<file path="src/rtl/uart_pkg.sv">
// Shared UART package: FSM state encodings and bit-period helper, common to TX and RX.
package uart_pkg;

   typedef enum logic [2:0] {
      S_IDLE      = 3'd0,
      S_START     = 3'd1,
      S_SEND_BYTE = 3'd2,
      S_PARITY    = 3'd3,
      S_STOP      = 3'd4
   } uart_state_t;

   // Clocks per serial bit, integer divide.
   function automatic int uart_cycle(input int clk_fre, input int baud);
      return (clk_fre * 1000000) / baud;
   endfunction

endpackage

</file>
<file path="src/rtl/uart_tx_module_if.sv">
// Byte handshake between a byte source and the UART transmitter.
interface uart_tx_module_if;
   logic [7:0] tx_data;
   logic       tx_data_valid;
   logic       tx_data_ready;

   modport master (output tx_data, output tx_data_valid, input tx_data_ready);
   modport slave  (input tx_data, input tx_data_valid, output tx_data_ready);
endinterface

</file>
<file path="src/rtl/uart_baud_tick.sv">
// Bit-period counter: runs 0..CYCLE-1, wraps on bit_end, held at zero while clear is high.
module uart_baud_tick #(
   parameter int CYCLE = 434
) (
   input  logic        clk,
   input  logic        rst_n,
   input  logic        clear,
   output logic [15:0] cnt,
   output logic        bit_end
);

   localparam logic [15:0] LAST = 16'(CYCLE - 1);

   assign bit_end = (cnt == LAST);

   always_ff @(posedge clk or negedge rst_n) begin
      if (!rst_n)
         cnt <= '0;
      else if (clear || bit_end)
         cnt <= '0;
      else
         cnt <= cnt + 16'd1;
   end

endmodule

</file>
<file path="src/rtl/uart_tx_module.sv">
// UART transmitter, 8N1/8N2 LSB first; define UART_TX_PARITY_EN to add an even/odd parity bit.
//
// state       | meaning
// S_IDLE      | line high, ready for a byte
// S_START     | start bit (low)
// S_SEND_BYTE | data bits 0..7, LSB first
// S_PARITY    | parity bit (UART_TX_PARITY_EN only)
// S_STOP      | STOP_BITS stop bits (high), tx_done on the final clock
module uart_tx_module
   import uart_pkg::*;
#(
   parameter int CLK_FRE    = 50,
   parameter int BAUD_RATE  = 115200,
   parameter int STOP_BITS  = 1,
   parameter int PARITY_ODD = 0
) (
   input  logic               clk,
   input  logic               rst_n,
   uart_tx_module_if.slave    bus,
   output logic               tx_busy,
   output logic               tx_done,
   output logic               tx_pin
);

   localparam int          CYCLE     = uart_cycle(CLK_FRE, BAUD_RATE);
   localparam logic [15:0] DONE_CNT  = 16'(CYCLE - 2);
   localparam logic [2:0]  LAST_STOP = 3'(STOP_BITS - 1);

   if (CYCLE < 2 || CYCLE > 65535) begin : g_bad_cycle
      $error("uart_tx_module: bit period out of range");
   end
   if (STOP_BITS != 1 && STOP_BITS != 2) begin : g_bad_stop
      $error("uart_tx_module: STOP_BITS must be 1 or 2");
   end
   if (PARITY_ODD != 0 && PARITY_ODD != 1) begin : g_bad_parity
      $error("uart_tx_module: PARITY_ODD must be 0 or 1");
   end

   uart_state_t state;
   logic [7:0]  tx_shift;
   logic [2:0]  bit_cnt;
   logic        tx_ready;
   logic [15:0] cycle_cnt;
   logic        bit_end;

   assign bus.tx_data_ready = tx_ready;

   // Counter restarts on every state change: it is held in idle and wraps exactly at each bit boundary.
   uart_baud_tick #(.CYCLE(CYCLE)) u_baud (
      .clk     (clk),
      .rst_n   (rst_n),
      .clear   (state == S_IDLE),
      .cnt     (cycle_cnt),
      .bit_end (bit_end)
   );

`ifdef UART_TX_PARITY_EN
   logic parity_bit;
   assign parity_bit = (^tx_shift) ^ 1'(PARITY_ODD);
`endif

   always_ff @(posedge clk or negedge rst_n) begin
      if (!rst_n) begin
         state    <= S_IDLE;
         tx_shift <= '0;
         bit_cnt  <= '0;
         tx_ready <= 1'b0;
         tx_busy  <= 1'b0;
         tx_done  <= 1'b0;
         tx_pin   <= 1'b1;
      end else begin
         tx_done <= 1'b0;
         case (state)
            S_IDLE: begin
               tx_pin <= 1'b1;
               if (bus.tx_data_valid && tx_ready) begin
                  tx_shift <= bus.tx_data;
                  tx_ready <= 1'b0;
                  tx_busy  <= 1'b1;
                  tx_pin   <= 1'b0;
                  state    <= S_START;
               end else begin
                  tx_ready <= 1'b1;
               end
            end
            S_START: begin
               if (bit_end) begin
                  bit_cnt <= '0;
                  tx_pin  <= tx_shift[0];
                  state   <= S_SEND_BYTE;
               end
            end
            S_SEND_BYTE: begin
               if (bit_end) begin
                  if (bit_cnt == 3'd7) begin
                     bit_cnt <= '0;
`ifdef UART_TX_PARITY_EN
                     tx_pin  <= parity_bit;
                     state   <= S_PARITY;
`else
                     tx_pin  <= 1'b1;
                     state   <= S_STOP;
`endif
                  end else begin
                     bit_cnt <= bit_cnt + 3'd1;
                     tx_pin  <= tx_shift[bit_cnt + 3'd1];
                  end
               end
            end
`ifdef UART_TX_PARITY_EN
            S_PARITY: begin
               if (bit_end) begin
                  tx_pin <= 1'b1;
                  state  <= S_STOP;
               end
            end
`endif
            S_STOP: begin
               // Registered pulse: set one clock early so it coincides with the last stop clock.
               if (cycle_cnt == DONE_CNT && bit_cnt == LAST_STOP)
                  tx_done <= 1'b1;
               if (bit_end) begin
                  if (bit_cnt == LAST_STOP) begin
                     bit_cnt  <= '0;
                     tx_busy  <= 1'b0;
                     tx_ready <= 1'b1;
                     state    <= S_IDLE;
                  end else begin
                     bit_cnt <= bit_cnt + 3'd1;
                  end
               end
            end
            default: begin
               bit_cnt  <= '0;
               tx_busy  <= 1'b0;
               tx_ready <= 1'b0;
               tx_pin   <= 1'b1;
               state    <= S_IDLE;
            end
         endcase
      end
   end

endmodule

</file>
<file path="src/flat_wrapper.sv">
// flat-port wrapper written by rule: the top's interface ports become plain ports
module uart_tx_module_flat import uart_pkg::*;
#(
   parameter int CLK_FRE    = 50,
   parameter int BAUD_RATE  = 115200,
   parameter int STOP_BITS  = 1,
   parameter int PARITY_ODD = 0
)
  (clk, rst_n, tx_busy, tx_done, tx_pin, bus_tx_data, bus_tx_data_valid, bus_tx_data_ready);
  uart_tx_module_if bus_i ();
  input  logic clk;
  input  logic rst_n;
  output logic tx_busy;
  output logic tx_done;
  output logic tx_pin;
  input wire logic [$bits(bus_i.tx_data)-1:0] bus_tx_data;
  input wire logic [$bits(bus_i.tx_data_valid)-1:0] bus_tx_data_valid;
  output wire logic [$bits(bus_i.tx_data_ready)-1:0] bus_tx_data_ready;
  assign bus_i.tx_data = bus_tx_data;
  assign bus_i.tx_data_valid = bus_tx_data_valid;
  assign bus_tx_data_ready = bus_i.tx_data_ready;
  uart_tx_module #(.CLK_FRE(CLK_FRE), .BAUD_RATE(BAUD_RATE), .STOP_BITS(STOP_BITS), .PARITY_ODD(PARITY_ODD)) u_core (.clk(clk), .rst_n(rst_n), .bus(bus_i), .tx_busy(tx_busy), .tx_done(tx_done), .tx_pin(tx_pin));
endmodule
</file>
<file path="config.mk">
export PLATFORM = sky130hd
export DESIGN_NAME = uart_tx_module_flat
export DESIGN_NICKNAME = d
export VERILOG_FILES = /design/src/rtl/uart_pkg.sv /design/src/rtl/uart_tx_module_if.sv /design/src/rtl/uart_baud_tick.sv /design/src/rtl/uart_tx_module.sv /design/src/flat_wrapper.sv
export SDC_FILE = /design/constraint.sdc
export NUM_CORES = 1
export LEC_CHECK = 0
export ABC_AREA = 1
export CORE_ASPECT_RATIO = 0.8
export CORE_MARGIN = 4
export CORE_UTILIZATION = 55
export DETAILED_ROUTE_END_ITERATION = 6
export PLACE_DENSITY = 0.78
export SLEW_MARGIN = 20
export SYNTH_ARGS = -nofsm -noshare
export SYNTH_HDL_FRONTEND = slang
export SYNTH_SLANG_ARGS = --single-unit
</file>
<file path="constraint.sdc">
create_clock -name clk -period 1.8 [get_ports clk]
set_input_delay 0.27 -clock clk [delete_from_list [all_inputs] [get_ports clk]]
set_output_delay 0.27 -clock clk [all_outputs]
set_load 0.1 [all_outputs]
</file>
==> impl_metrics.tcl, run 1 <==
set metrics [dict create \
    outcome "completed" \
    clock_sinks 34 \
    cts.clk_slew.worst_paths_ns 0.07 \
    syn_area_per_cell_um2 8.551 \
    start_util 0.5720 \
    crit_chain "inv_1, ha_1, inv_1, nor2_1, inv_1, nand2_2, inv_1, nor2_1, nand2_1, o21ai_1, nand2_1" \
    finalClockSkew_ns 0.005876 \
    layout_common_cells "49 x nand2_1, 33 x dfrtp_1, 31 x nor2_1" \
    area_growth_pct 15.08 \
    die_h_um 61.37 \
    grt_use_total 0.1922 \
    rrSetupSlack_ns 0.21 \
    final_common_cell "nand2_1" \
    slew_headroom 0.7157 \
    insertion_delay_ns 0.29 \
    layout.cells.non_filler 293 \
    ys_seq_area_frac 0.4351 \
    rsz0062_at_grt "false" \
    num_vias 1516 \
    dp_slack_ns 0.1954 \
    grt_antenna_before_repair 0 \
    rows 19 \
    ant_nets 0 \
    regToRegStartpoint "u_core.bit_cnt[0]" \
    yosys.area.top_type "dfrtp_1" \
    worst_slack_ns 0.2129 \
    fillCellCount 299 \
    postCtsSetupRepairBufs 0 \
    wl_per_cell_um 12.42 \
    drive_above_1_share 0.1952 \
    grt-ovfl-total 0 \
    ctsRootBufferMaster "clkbuf_8" \
    synth_cells 229 \
    max_freq_ghz 0.6301 \
    core_um2 3423 \
    synthTopCellsByArea "dfrtp_1 42%, nand2_1 9.4%, mux2_4 6.1%, nor2_1 5.9%, inv_1 5.2%" \
    drc 0 \
    pwr_density_cell_nw_per_um2 614.9 \
    crit_arrival_ns 1.77 \
    tns_ns 0 \
    dp_hpwl_um 2730 \
    worst_ep_required_time_ns 1.99 \
    cts_inserted_buffers 5 \
    drtPass1Iterations 4 \
    grt_pass1_vias 1393 \
    yosysWarnings 0 \
    slowest_stage "dfrtp_1" \
    via_per_inst 5.174 \
    cap_violations 0 \
    crit_type "flop to flop" \
    synth_seq_cells 34 \
    worst-path-buf-inv 4 \
    cp_slowest_stage_delay_ns 0.45 \
    ioPinCount 15 \
    cp_max_fo 8 \
    nNetsFinal 267 \
    peakVddDrop_uv 456.5 \
    hold_path_class "input pin to async pin" \
    synth_nets 246 \
    cts_tree "yes" \
    fin_crit_sh 0.8817 \
    hold_viol_final 0 \
    placed_area_um2 2162 \
    gp_congestion 0.9763 \
    layout.area.seq_um2 852.1 \
    setup_violations 0 \
    die-area_um2 4585 \
    startpoint_type "flop" \
    worstRegToRegCells 11 \
    startpoint "u_core.bit_cnt[0]" \
    dpl.cell_count 285 \
    grt_max_degree 35 \
    stdcell_area_um2 2253 \
    endpoint_kind "flop" \
    initialDrtViolationCount 125 \
    clockBufferDepth 2 \
    hold_buffers 0 \
    io_buffers 14 \
    r2r_end "u_core.tx_busy" \
    multiInputGateArea_um2 975.9 \
    path_common_cell "inv_1" \
    cts_resized 0 \
    tightestPinTransition_ns 0.4264 \
    syn_area_um2 1958 \
    routed_wl_um 3638 \
    grt_pass1_wl_um 6465 \
    insertedDiodeCount 0 \
    critPathTopFamily "flip-flops" \
    layout_min_cycle_time_ns 1.587 \
    synth_top_cell_area_share 0.4217 \
    synthDistinctLibCells 31 \
    power.leakage_uw 0.001109 \
    die_x_um 74.71 \
    slew_violations 0 \
    h-tree-depth 2 \
]
-- routing by layer --
layer | track usage | vias to the layer above | share of wire
li1 | - | 774 | -
met1 | 0.2888 | 693 | 0.51
met2 | 0.2641 | 41 | 0.41
met3 | 0.03915 | 8 | 0.060
met4 | 0.09137 | 0 | 0.025
met5 | 0 | - | 0
-- cell type report --
| cell class | count | share of cell area |
|---|---|---|
| clock buffers | 7 | 0.03831 |
| clock inverters | 1 | 0.002221 |
| inverters | 31 | 0.05275 |
| multi-input cells | 163 | 0.4331 |
| flip-flops and latches | 34 | 0.3781 |
| well taps | 42 | 0.02332 |
| repair buffers | 15 | 0.07218 |
-- per-stage QoR --
step           hold slack (ns)    util  power [uW]
4_1_cts                 0.3895  0.6583        1409
3_3_place_gp            0.4688  0.6316       819.6
3_5_place_dp            0.4896  0.6316       820.8
2_1_floorplan         -0.02559       -       781.6
5_1_grt                 0.4326  0.6583        1440
6_report                0.3706  0.6583        1386
-- kinds of logic (layout without fill, tap and decap cells) --
kind of cell / count (synthesis) / in the layout / share of synthesized area
multiplexers: 8 / 8 / 0.06134
XOR/XNOR: 4 / 4 / 0.01789
adder cells (fa/ha/maj): 6 / 6 / 0.03834
buffers and inverters: 32 / 54 / 0.06646
AND/OR/NAND/NOR: 128 / 128 / 0.3329
flip-flops: 34 / 34 / 0.4351
AO/OA/AOI/OAI: 17 / 17 / 0.04792
-- worst max-delay path by stage --
stage | to | depth (start not counted) | slack (ns)
global placement | u_core.tx_busy | 11 | 0.23
finish | u_core.tx_busy | 11 | 0.21
floorplan | u_core.tx_shift[0] | 4 | 0.07
detailed placement | u_core.tx_busy | 11 | 0.20
global route | u_core.tx_pin | 8 | 0.02
CTS | u_core.tx_busy | 11 | 0.19
-- power breakdown --
| part | total (uW) | internal [uW] | leakage (uW) | switching, uW |
|---|---|---|---|---|
| sequential | 764 | 764 | 0.000442 | 0 |
| clock | 581 | 308 | 0.0000482 | 273 |
| combinational | 40.3 | 21.0 | 0.000620 | 19.3 |
-- synth_stat cells, drive strengths merged --
library cell and number:
inv 31, nand3 15, dfrtp 33, nand2 58, nor3b 4, and2 1
buf 1, a21oi 4, dfstp 1, nand3b 2, nor3 6, nand4 5
mux2 8, ha 6, xor2 3, xnor2 1, o22ai 1, nor2 36
nor4 1, o21ai 12
-- state kept, by name (all words and copies together), names as in the netlist --
name and count:
u_core.bus.tx_data_ready 1, u_core.tx_done 1, u_core.tx_pin 1, u_core.u_baud.cnt 16
u_core.tx_shift 8, u_core.tx_busy 1, u_core.state 3, u_core.bit_cnt 3
Power figures use the tool's default switching activity.
==> inputs of run 2 (changes only) <==
--- a/config.mk
+++ b/config.mk
@@ -11,4 +11,5 @@
 export CORE_UTILIZATION = 55
 export DETAILED_ROUTE_END_ITERATION = 6
+export GPL_TIMING_DRIVEN = 0
 export PLACE_DENSITY = 0.78
 export SLEW_MARGIN = 20
==> constraint.sdc (replaced) <==
create_clock -name clk -period 1.8 [get_ports clk]
set_input_delay 0.27 -clock clk [delete_from_list [all_inputs] [get_ports clk]]
set_output_delay 0.27 -clock clk [all_outputs]
set_load 0.02 [all_outputs]
==> impl_metrics.tcl, run 2 (synthesized netlist as in run 1, its figures left out) <==
set metrics [dict create \
    outcome "completed" \
    clockBufferDepth 2 \
    num_vias 1504 \
    wl_per_cell_um 12.32 \
    worst_ep_required_time_ns 1.53 \
    initialDrtViolationCount 112 \
    via_per_inst 5.098 \
    start_util 0.5720 \
    drive_above_1_share 0.1937 \
    startpoint_type "flop" \
    area_growth_pct 15.97 \
    reg.largest.list "u_core.u_baud.cnt x16, u_core.tx_shift x8" \
    rows 19 \
    critPathTopFamily "buffers and inverters" \
    cap_violations 0 \
    core_um2 3423 \
    largest_register_ffs 16 \
    slew_violations 0 \
    finalHoldWorstSlack_ns 0.3585 \
    top_register "u_core.u_baud.cnt" \
    drtPass1Iterations 5 \
    h-tree-depth 2 \
    crit_type "flop to primary output" \
    hold_path_class "input pin to async pin" \
    clock_sinks 34 \
    io_buffers 14 \
    cp_slowest_stage_delay_ns 0.59 \
    grt_max_degree 28 \
    layout_min_cycle_time_ns 1.672 \
    grt_use_total 0.1892 \
    hold_viol_final 0 \
    routed_wl_um 3635 \
    die_h_um 61.37 \
    dp_hpwl_um 2873 \
    crit_arrival_ns 1.40 \
    slowest_stage "clkdlybuf4s50_1" \
    ant_nets 0 \
    final_common_cell "nand2_1" \
    nNetsFinal 269 \
    die-area_um2 4585 \
    gp_congestion 0.8672 \
    grt-ovfl-total 0 \
    peakVddDrop_uv 522.5 \
    cts_inserted_buffers 5 \
    grt_pass1_vias 1421 \
    cts_tree "yes" \
    ctsRootBufferMaster "clkbuf_8" \
    rsz0062_at_grt "false" \
    layout_common_cells "49 x nand2_1, 33 x dfrtp_1, 31 x nor2_1" \
    power_uw 1398 \
    ioPinCount 15 \
    max_freq_ghz 0.5980 \
    grt_antenna_before_repair 0 \
    finalClockSkew_ns 0.005584 \
    crit_chain "clkdlybuf4s50_1" \
    die_x_um 74.71 \
    insertedDiodeCount 0 \
    tightestPinTransition_ns 0.3186 \
    pwr_density_cell_nw_per_um2 615.6 \
    grt_pass1_wl_um 6465 \
    slew_headroom 0.7869 \
    cts.clk_slew.worst_paths_ns 0.07 \
    insertion_delay_ns 0.29 \
    power.leakage_uw 0.001109 \
    setup_violations 0 \
    drc 0 \
    endpoint_kind "primary output" \
    fin_crit_sh 0.9291 \
    worst-path-buf-inv 1 \
    cp_max_fo 2 \
]
==> run 2: cell count changes in the layout (fill, tap and decap cells not counted), sizes merged <==
cell / delta
clkbuf: -1
buf: -2
dlygate4sd3: +1
clkinvlp: +1
clkdlybuf4s50: +3
==> run 2: per-layer routing <==
| metal | up-vias | global-route usage | part of all wire |
|---|---|---|---|
| met2 | 30 | 0.2691 | 0.42 |
| met5 | - | 0 | 0 |
| met3 | 8 | 0.03915 | 0.051 |
| met4 | 0 | 0.06853 | 0.018 |
| met1 | 680 | 0.2853 | 0.51 |
| li1 | 786 | - | - |
==> run 2: power by group <==
part           internal (uW)  total, uW  switching, uW
clock network            307        590            282
logic                   24.2       44.8           20.6
registers                764        764              0
==> run 2: stage by stage <==
| stage | area, um^2 | setup slack (ns) | utilization | setup TNS, ns | instances |
|---|---|---|---|---|---|
| 2_1_floorplan | 1958 | 0.3591 | - | 0 | 229 |
| 3_3_place_gp | 2151 | -0.2432 | 0.6283 | -7.967 | 285 |
| 3_5_place_dp | 2166 | 0.1854 | 0.6327 | 0 | 286 |
| 4_1_cts | 2271 | 0.1158 | 0.6634 | 0 | 295 |
| 5_1_grt | 2271 | 0.02999 | 0.6634 | 0 | 295 |
| 6_report | 2271 | 0.1277 | 0.6634 | 0 | 295 |
==> run 2: worst paths after layout <==
check                                        from                     to  slack [ns]  depth (start not counted)
min in group clk                   u_core.tx_busy         u_core.tx_busy        0.49                          2
worst min-delay path                        rst_n  u_core.u_baud.cnt[11]        0.36                          2
worst min register to register     u_core.tx_busy         u_core.tx_busy        0.49                          2
max in group asynchronous                   rst_n          u_core.tx_pin        0.97                          3
worst max-delay path                u_core.tx_pin                 tx_pin        0.13                          1
worst max register to register  u_core.bit_cnt[0]          u_core.tx_pin        0.15                          8
==> run 2: area by class of cell <==
type                       count  area [um^2]
buffer                         1        11.26
clock buffer                   6        82.58
clock inverter                 2        12.51
fill                         300         1152
inverter                      31        118.9
multi-input combinational    163        975.9
sequential                    34        852.1
tap                           42        52.55
timing repair buffer          16        165.2
==> run 2: what timing repair did <==
action / CTS / global route
buffers inserted: 0 / 0
resized for setup: 0 / 1
endpoints found under the setup margin: 0 / 3
hold endpoints to repair: 7 / 0
hold buffers: 1 / 0
==> inputs of run 3 (changes only) <==
Settings changed: CORE_MARGIN 4 to 1, CORE_UTILIZATION 55 to 30, CTS_CLUSTER_DIAMETER set to 30, PLACE_DENSITY 0.78 to 0.49.
==> impl_metrics.tcl, run 3 (synthesized netlist as in run 1, its figures left out) <==
set metrics [dict create \
    outcome "completed" \
    p_sw_uw 326.7 \
    via_per_inst 4.335 \
    start_util 0.3210 \
    ant_nets 0 \
    worst-path-buf-inv 1 \
    use_met1 0.1973 \
    grt_max_degree 23 \
    nNetsFinal 269 \
    die_h_um 74.26 \
    cp_max_fo 2 \
    grt_use_total 0.1301 \
    ctsRootBufferMaster "clkbuf_8" \
    cts.clk_slew.worst_paths_ns 0.08 \
    crit_arrival_ns 1.41 \
    worstRegToRegCells 8 \
    slew_headroom 0.7559 \
    drc 0 \
    finalHoldWorstSlack_ns 0.4235 \
    num_vias 1448 \
    reg.largest.list "u_core.u_baud.cnt x16, u_core.tx_shift x8" \
    hold_viol_final 0 \
    clock_sinks 34 \
    critPathTopFamily "buffers and inverters" \
    crit_type "flop to primary output" \
    layout_common_cells "49 x nand2_1, 33 x dfrtp_1, 31 x nor2_1" \
    finalClockSkew_ns 0.003729 \
    met3_usage 0.03067 \
    rsz0062_at_grt "false" \
    crit_chain "clkdlybuf4s50_1" \
    core_um2 6100 \
    initialDrtViolationCount 91 \
    endpoint_kind "primary output" \
    top_register "u_core.u_baud.cnt" \
    grt-ovfl-total 0 \
    tns_ns 0 \
    cap_violations 0 \
    fillCellCount 658 \
    critical_path.endpoint "tx_pin" \
    ioPinCount 15 \
    cp.depth 1 \
    insertedDiodeCount 0 \
    startpoint_type "flop" \
    max_freq_ghz 0.5950 \
    power_frac_clock 0.470 \
    slew_violations 0 \
    peakVddDrop_uv 221.9 \
    rows 25 \
    final_common_cell "nand2_1" \
    wl_per_cell_um 11.53 \
    r2r_end "u_core.tx_pin" \
    dp_hpwl_um 3003 \
    grt_pass1_wl_um 6734 \
    die_x_um 92.33 \
    startpoint "u_core.tx_pin" \
    cts_inserted_buffers 5 \
    hold_path_class "input pin to async pin" \
    h-tree-depth 2 \
    die-area_um2 6856 \
    slowest_stage "clkdlybuf4s50_1" \
    layout_min_cycle_time_ns 1.681 \
    power.leakage_uw 0.001116 \
    setup_violations 0 \
    io_buffers 14 \
    grt_antenna_before_repair 0 \
    fin_crit_sh 0.9338 \
    grt_pass1_vias 1394 \
    clockBufferDepth 2 \
    cts_tree "yes" \
    p_int_uw 1201 \
    gp_congestion 0.7465 \
    routed_wl_um 3850 \
    use_met2 0.1753 \
    worst_ep_required_time_ns 1.53 \
    insertion_delay_ns 0.28 \
    swShare 0.2138 \
    grt.busiest_layer "met1" \
    pwr_density_cell_nw_per_um2 651.2 \
    seqPwrFrac 0.500 \
    drtPass1Iterations 4 \
    regToRegStartpoint "u_core.bit_cnt[0]" \
    tightestPinTransition_ns 0.3661 \
    drive_above_1_share 0.1937 \
    area_growth_pct 19.81 \
    cp_slowest_stage_delay_ns 0.59 \
    rrSetupSlack_ns 0.20 \
    largest_register_ffs 16 \
    power_frac_comb 0.031 \
]
## run 3: final cells by class
| cell class | instances | area (um^2) | area share |
|---|---|---|---|
| sequential | 34 | 852.1 | 0.3632 |
| multi-input combinational | 163 | 975.9 | 0.4160 |
| timing repair buffer | 16 | 172.7 | 0.07360 |
| buffer | 1 | 11.26 | 0.004800 |
| clock inverter | 3 | 45.04 | 0.01920 |
| clock buffer | 5 | 68.82 | 0.02933 |
| inverter | 31 | 118.9 | 0.05067 |
| tap | 81 | 101.3 | 0.04320 |
## run 3: metrics by stage
stage	cells	setup slack, ns	area (um^2)	utilization	power (uW)
after floorplan	229	0.3591	1958	-	781.6
after global placement	324	-0.3935	2200	0.3606	819.8
after detailed placement	325	0.1845	2222	0.3643	825.8
after CTS	334	0.1004	2346	0.3846	1560
after global routing	334	0.03297	2346	0.3846	1591
final	334	0.1192	2346	0.3846	1528
## run 3: how the worst min path moves through the flow
stage | from | end | slack, ns
2_1_floorplan | rst_n | u_core.bit_cnt[0] | -0.03
3_3_place_gp | u_core.tx_busy | u_core.tx_busy | 0.47
3_5_place_dp | rst_n | u_core.u_baud.cnt[13] | 0.21
4_1_cts | rst_n | u_core.u_baud.cnt[13] | 0.42
5_1_grt | rst_n | u_core.u_baud.cnt[13] | 0.44
6_report | rst_n | u_core.u_baud.cnt[12] | 0.42
## run 3: power by group through the flow
stage	Clock [uW]	Combinational, uW	Sequential, uW
final	718	47.0	763
after global routing	774	53.8	763
after CTS	748	49.1	763
after detailed placement	0	47.5	778
after global placement	0	41.4	778
after floorplan	0	3.12	779
## run 3: metal layers
metal  up-vias  routed length (um)
met1       641                2211
met5         -                   0
met3         2                 108
met2        19                1496
li1        786                   -
met4         0                  35
## run 3: what timing repair did
action	CTS	global route
endpoints found under the hold margin	12	0
hold buffers	1	0
setup buffers	0	0
setup endpoints to repair	0	3
gates resized for setup	0	1
